==> config.mk <==
export PLATFORM = sky130hd
export DESIGN_NAME = led_blink_divider
export DESIGN_NICKNAME = d
export VERILOG_FILES = /design/src/rtl/led_blink_divider.sv
export SDC_FILE = /design/constraint.sdc
export NUM_CORES = 1
export LEC_CHECK = 0
export ABC_CLOCK_PERIOD_IN_PS = 1700
export BUFFER_PORTS_ARGS = -buffer_cell sky130_fd_sc_hd__buf_2
export CORE_MARGIN = 2
export CORE_UTILIZATION = 52
export CTS_CLUSTER_DIAMETER = 150
export DETAILED_ROUTE_END_ITERATION = 10
export PLACE_DENSITY = 0.75
export SLEW_MARGIN = 20
export SYNTH_ARGS = -nofsm -noshare
export SYNTH_HDL_FRONTEND = slang
export SYNTH_SLANG_ARGS = --single-unit
==> constraint.sdc <==
create_clock -name clk -period 1.7 [get_ports clk]
set_input_delay 0.34 -clock clk [delete_from_list [all_inputs] [get_ports clk]]
set_output_delay 0.34 -clock clk [all_outputs]
set_load 0.02 [all_outputs]
==> src/rtl/led_blink_divider.sv <==
//==============================================================================
// Module   : led_blink_divider
// Brief    : Multi-channel LED blink generator sharing one free-running counter.
//            Optional macro LED_BLINK_SEL_SYNC_EN adds 2-flop synchronizers on mode/sel.
// Revision : 1.0
//==============================================================================
`default_nettype none

module led_blink_divider #(
    parameter int CNT_W  = 23,
    parameter int NCH    = 4,
    parameter int SEL_W  = 2,
    parameter int TAP_LO = 20
) (
    input  logic                   clk,
    input  logic                   rst,
    input  logic [2*NCH-1:0]       mode,
    input  logic [SEL_W*NCH-1:0]   sel,
    output logic [NCH-1:0]         out,
    output logic                   tick
);

    localparam int TAP_HI = TAP_LO + (1 << SEL_W) - 1;

    localparam logic [1:0] MODE_OFF   = 2'b00;
    localparam logic [1:0] MODE_ON    = 2'b01;
    localparam logic [1:0] MODE_BLINK = 2'b10;
    localparam logic [1:0] MODE_PULSE = 2'b11;

    logic [CNT_W-1:0]     cnt_q;
    logic [CNT_W-1:0]     cnt_d;
    logic [SEL_W-1:0]     active_sel_q [NCH];
    logic [SEL_W-1:0]     active_sel_d [NCH];
    logic [1:0]           tap_pair     [NCH];
    logic [NCH-1:0]       out_q;
    logic [NCH-1:0]       out_d;
    logic                 tick_q;
    logic                 tick_d;
    logic                 boundary;
    logic [2*NCH-1:0]     mode_use;
    logic [SEL_W*NCH-1:0] sel_use;

`ifdef LED_BLINK_SEL_SYNC_EN
    logic [2*NCH-1:0]     mode_s1_q;
    logic [2*NCH-1:0]     mode_s2_q;
    logic [SEL_W*NCH-1:0] sel_s1_q;
    logic [SEL_W*NCH-1:0] sel_s2_q;

    always_ff @(posedge clk or posedge rst) begin
        if (rst) begin
            mode_s1_q <= '0;
            mode_s2_q <= '0;
            sel_s1_q  <= '0;
            sel_s2_q  <= '0;
        end else begin
            mode_s1_q <= mode;
            mode_s2_q <= mode_s1_q;
            sel_s1_q  <= sel;
            sel_s2_q  <= sel_s1_q;
        end
    end

    assign mode_use = mode_s2_q;
    assign sel_use  = sel_s2_q;
`else
    assign mode_use = mode;
    assign sel_use  = sel;
`endif

    // All tap bits are one here, so every channel restarts at phase 0 next cycle.
    assign boundary = &cnt_q[TAP_HI:0];
    assign cnt_d    = cnt_q + CNT_W'(1);
    assign tick_d   = boundary;

    always_comb begin
        out_d = '0;
        for (int i = 0; i < NCH; i++) begin
            active_sel_d[i] = boundary ? sel_use[SEL_W*i +: SEL_W] : active_sel_q[i];
            // bit 1 = cnt[t], bit 0 = cnt[t-1] for the channel's current tap t
            tap_pair[i] = 2'(cnt_q >> (TAP_LO - 1 + int'(active_sel_q[i])));
            case (mode_use[2*i +: 2])
                MODE_OFF:   out_d[i] = 1'b0;
                MODE_ON:    out_d[i] = 1'b1;
                MODE_BLINK: out_d[i] = tap_pair[i][1];
                MODE_PULSE: out_d[i] = tap_pair[i][1] & tap_pair[i][0];
                default:    out_d[i] = 1'b0;
            endcase
        end
    end

    always_ff @(posedge clk or posedge rst) begin
        if (rst) begin
            cnt_q  <= '0;
            out_q  <= '0;
            tick_q <= 1'b0;
            for (int i = 0; i < NCH; i++) begin
                active_sel_q[i] <= '0;
            end
        end else begin
            cnt_q  <= cnt_d;
            out_q  <= out_d;
            tick_q <= tick_d;
            for (int i = 0; i < NCH; i++) begin
                active_sel_q[i] <= active_sel_d[i];
            end
        end
    end

    assign out  = out_q;
    assign tick = tick_q;

endmodule

`default_nettype wire

Word level (Yosys, flattened, before mapping)
Index checks and enable logic that the tools add are counted.
- register bits: 27
- bits in latches: 0
- RAM bits: 0
- ROM bits: 0
- input port bits: 18
- output and inout bits: 5
- logic and storage cells: 24
- memories: 0
- $add $sub $neg: 1
- multipliers: 0
- divide/modulo/power cells: 0
- magnitude comparators: 0
- eq/ne operators: 12
- shifts and indexed selects: 0
- multiplexer cells: 4
- bitwise gates (word level): 1
- reduce and logical (&&, ||, !) cells: 4
- operators with widths (operator ; count):
    $add A23 B1 Y23 const B ; 1
    $eq A2 B2 Y1 const B ; 8
    $pmux W1 S4 ; 4
    $eq A2 B1 Y1 const B ; 4
    $logic_not A2 Y1 ; 4
    $and A1 B1 Y1 ; 1

Longest topological paths before layout
- depth in word-level cells: 2
- gate-level depth with buffers: 5
- depth with buffers taken out: 5

Worst setup path before layout
Ideal clock, no wire load.
- kind: register -> register
- start point: reg cnt_q[0]
- end point: reg cnt_q[20]
- setup time: 79 ps
- arrival: 1289 ps
- required time: 1621 ps
- setup slack: 331 ps
- stages on the path, launching flop included: 6
- buffers on the path: 0
- period minus slack after synthesis: 1369 ps
- path through: dfrtp_1 -> ha_1 -> and4_2 -> nand4_4 -> nor3_1 -> xor2_1
- longest elaborated chain between the ends: 1
- ends and longest elaborated chain (item ; RTL line ; RTL):
    start: declaration ; 30 ; logic [CNT_W-1:0] cnt_q;
    start signal: assignment ; 100 ; cnt_q <= cnt_d;
    $add A23 B1 Y23 ; 72 ; assign cnt_d = cnt_q + CNT_W'(1);
    named net cnt_d[20] ; 31 ; logic [CNT_W-1:0] cnt_d;
The timed path passes the listed nets, and every way through them passes these cells.

Worst setup path after layout
Same ends and word-level chain as after synthesis.

==> reports/results.ini <==
[layout]
area_growth_pct=11.48
final_area_um2=1215
drive_gt1_share_pct=19.09
nets=130
nFillCells=173
antennaDiodeCount=0

[die]
die_area_um2=2478
core_area_um2=1962
die_w_um=49.78
ios=23
initial_utilization_pct=55.55
rows=16
die_h_um=49.78

[sta]
finalSetupTns_ns=0
rsz0062_at_grt=false
period_needed_ns=1.539
fmax_mhz=649.6
setup_viol=0
fin_crit_sh_pct=90.56
skew_ns=0.001405
finalHoldViolCount=0
slew_violations=0

[synth]
netlist_area_um2=1090
syn_nets=112
synthCells=93
ys_types=19
yosys_warnings=0
yosysSeqAreaShare_pct=57.41
synth_area_per_cell_um2=11.72
ys_ff_latch=25

[placement]
place_area_um2=1189
place.detailed.hpwl_um=1240
io_buffers=13
gp_congestion=0.7206

[pwr]
power_density_nw_per_um2=735.9
vdd_drop_max_mv=0.4707
leakagePower_nw=0.6260

[setup_path]
required_ns=1.94
arrival_ns=1.78
cp-end-kind=flip-flop
rrSetupSlack_ns=0.16
worst_path_largest_cell_delay_ns=0.41
crit_slowest_cell=dfrtp_1
cp-start-kind=flip-flop
crit_start=cnt_q[0]$_DFF_PP0_
r2r_cells=5
crit_fanout=5
critPathKind=reg2reg
reg2reg_from=cnt_q[0]$_DFF_PP0_
path_cells=ha_1 > and4_2 > nand4_4 > nor3_1 > xor2_1
rr_endpoint=cnt_q[20]$_DFF_PP0_
endpoint=cnt_q[20]$_DFF_PP0_

[drt]
post_drt_wl_per_cell_um=12.26
drt-total-wl_um=1680
drc_errors=0
first_pass_iters=4
drt-initial-drc-count=10
ant_nets=0
vias=711
vias_per_cell=5.190

[global_route]
track_usage_pct=15.13
grt_pass1_wl_um=2760
grt_overflow=0
grt_max_degree=26
antenna_found_initial=0
grt_pass1_vias=663

[status]
run_status=completed

[cts]
clk_latency_ns=0.31
clock_sink_count=25
h-tree-depth=1
clockBufferDepth=2
clk_pin_slew_worst_paths_ns=0.12
cts_resized=0
cts_setup_buffers=0
cts-buffers-inserted=3
root_buffer=clkbuf_4
cts_tree=done
cts_hold_buf=0

[min_path]
hold_path.class=in2async

[flow_run]
cap_violations=0

## critical path, delay by kind of cell, from the launching register on
family / cells / cell delay (ns)
DFF: 1 / 0.41
adders and majority gates: 1 / 0.22
and+or+nand+nor: 3 / 0.68
xor gates and xnor gates: 1 / 0.17
## cell usage in the layout, fill, tap and decap left out, drive strengths merged
master  count
o211ai      4
clkbuf      4
dfrtp      25
nor3        1
buf        14
inv         6
and3        5
nand2       6
nand3       7
o21ai       4
nor4        1
nor2        5
xor2        8
xnor2      11
ha          1
and4        1
conb        1
nand4       6
## registers in the layout, indices dropped and copies added (netlist names)
name,cells
cnt_q,21
out,4
## routing by layer
| layer | wire length [um] | track usage, % | vias to the layer above |
|---|---|---|---|
| met5 | 0 | 0 | - |
| met4 | 15 | 7.870 | 0 |
| met3 | 57 | 3.939 | 2 |
| met2 | 863 | 24.22 | 12 |
| met1 | 743 | 18.79 | 348 |
| li1 | - | - | 349 |
## synthesized netlist by cell type
library cell	instances	area, um2
nand3_2	1	10.01
inv_1	6	22.52
nand2_1	6	22.52
xnor2_1	11	96.34
and4_2	1	10.01
nor4_4	1	21.27
o211ai_1	4	30.03
o21ai_0	4	20.02
xor2_1	8	70.07
dfrtp_1	25	625.6
conb_1	1	3.750
and3_1	5	31.28
nand3_1	6	30.03
nor3_1	1	5.000
nor2_1	5	18.77
nand4_1	5	31.28
nand4_4	1	21.27
ha_1	1	12.51
buf_4	1	7.510
## per-stage QoR
stage                     hold WS, ns  setup slack (ns)  power (mW)  instances  utilization, %
final                         0.04974            0.1605      0.8940        137           61.93
after CTS                     0.04477            0.1532      0.9086        137           61.93
after global routing          0.05634           0.05509      0.9296        137           61.93
after global placement         0.3968            0.2115      0.6529        133           60.59
after detailed placement       0.4002            0.1829      0.6544        133           60.59
after floorplan                0.3673            0.3315      0.6352         93               -
## worst min path at each step
stage / cells past startpoint / from / endpoint / slack (ns)
after CTS: 3 / rst / cnt_q[15]$_DFF_PP0_ / 0.04
final: 3 / rst / cnt_q[13]$_DFF_PP0_ / 0.05
after global routing: 3 / rst / cnt_q[15]$_DFF_PP0_ / 0.06
after global placement: 3 / rst / cnt_q[14]$_DFF_PP0_ / 0.40
after floorplan: 1 / rst / cnt_q[0]$_DFF_PP0_ / 0.37
after detailed placement: 3 / rst / cnt_q[15]$_DFF_PP0_ / 0.40
## report_power, final
part / leakage, nW / switching [mW] / internal [mW]
registers: 0.331 / 0.000972 / 0.599
clock network: 0.0150 / 0.161 / 0.0915
logic: 0.280 / 0.0273 / 0.0140
total: 0.626 / 0.189 / 0.705
## kinds of logic after synthesis
kind of cell               after synthesis  share of synthesized area, %
AOI/OAI and AO/OA                        8                         4.593
xor gates and xnor gates                19                         15.27
adders and majority gates                1                         1.148
buffers and inverters                    7                         2.756
DFF                                     25                         57.41
other                                    1                        0.3441
and+or+nand+nor                         32                         18.48
## final cells by class
cell class | instances | area (um2) | area share (%)
Sequential cell | 25 | 625.6 | 51.49
Multi-Input combinational cell | 61 | 434.2 | 35.74
Timing Repair Buffer | 14 | 72.57 | 5.973
Tap cell | 27 | 33.78 | 2.781
Clock buffer | 4 | 26.28 | 2.163
Inverter | 6 | 22.52 | 1.854
Power figures use the tool's default switching activity.
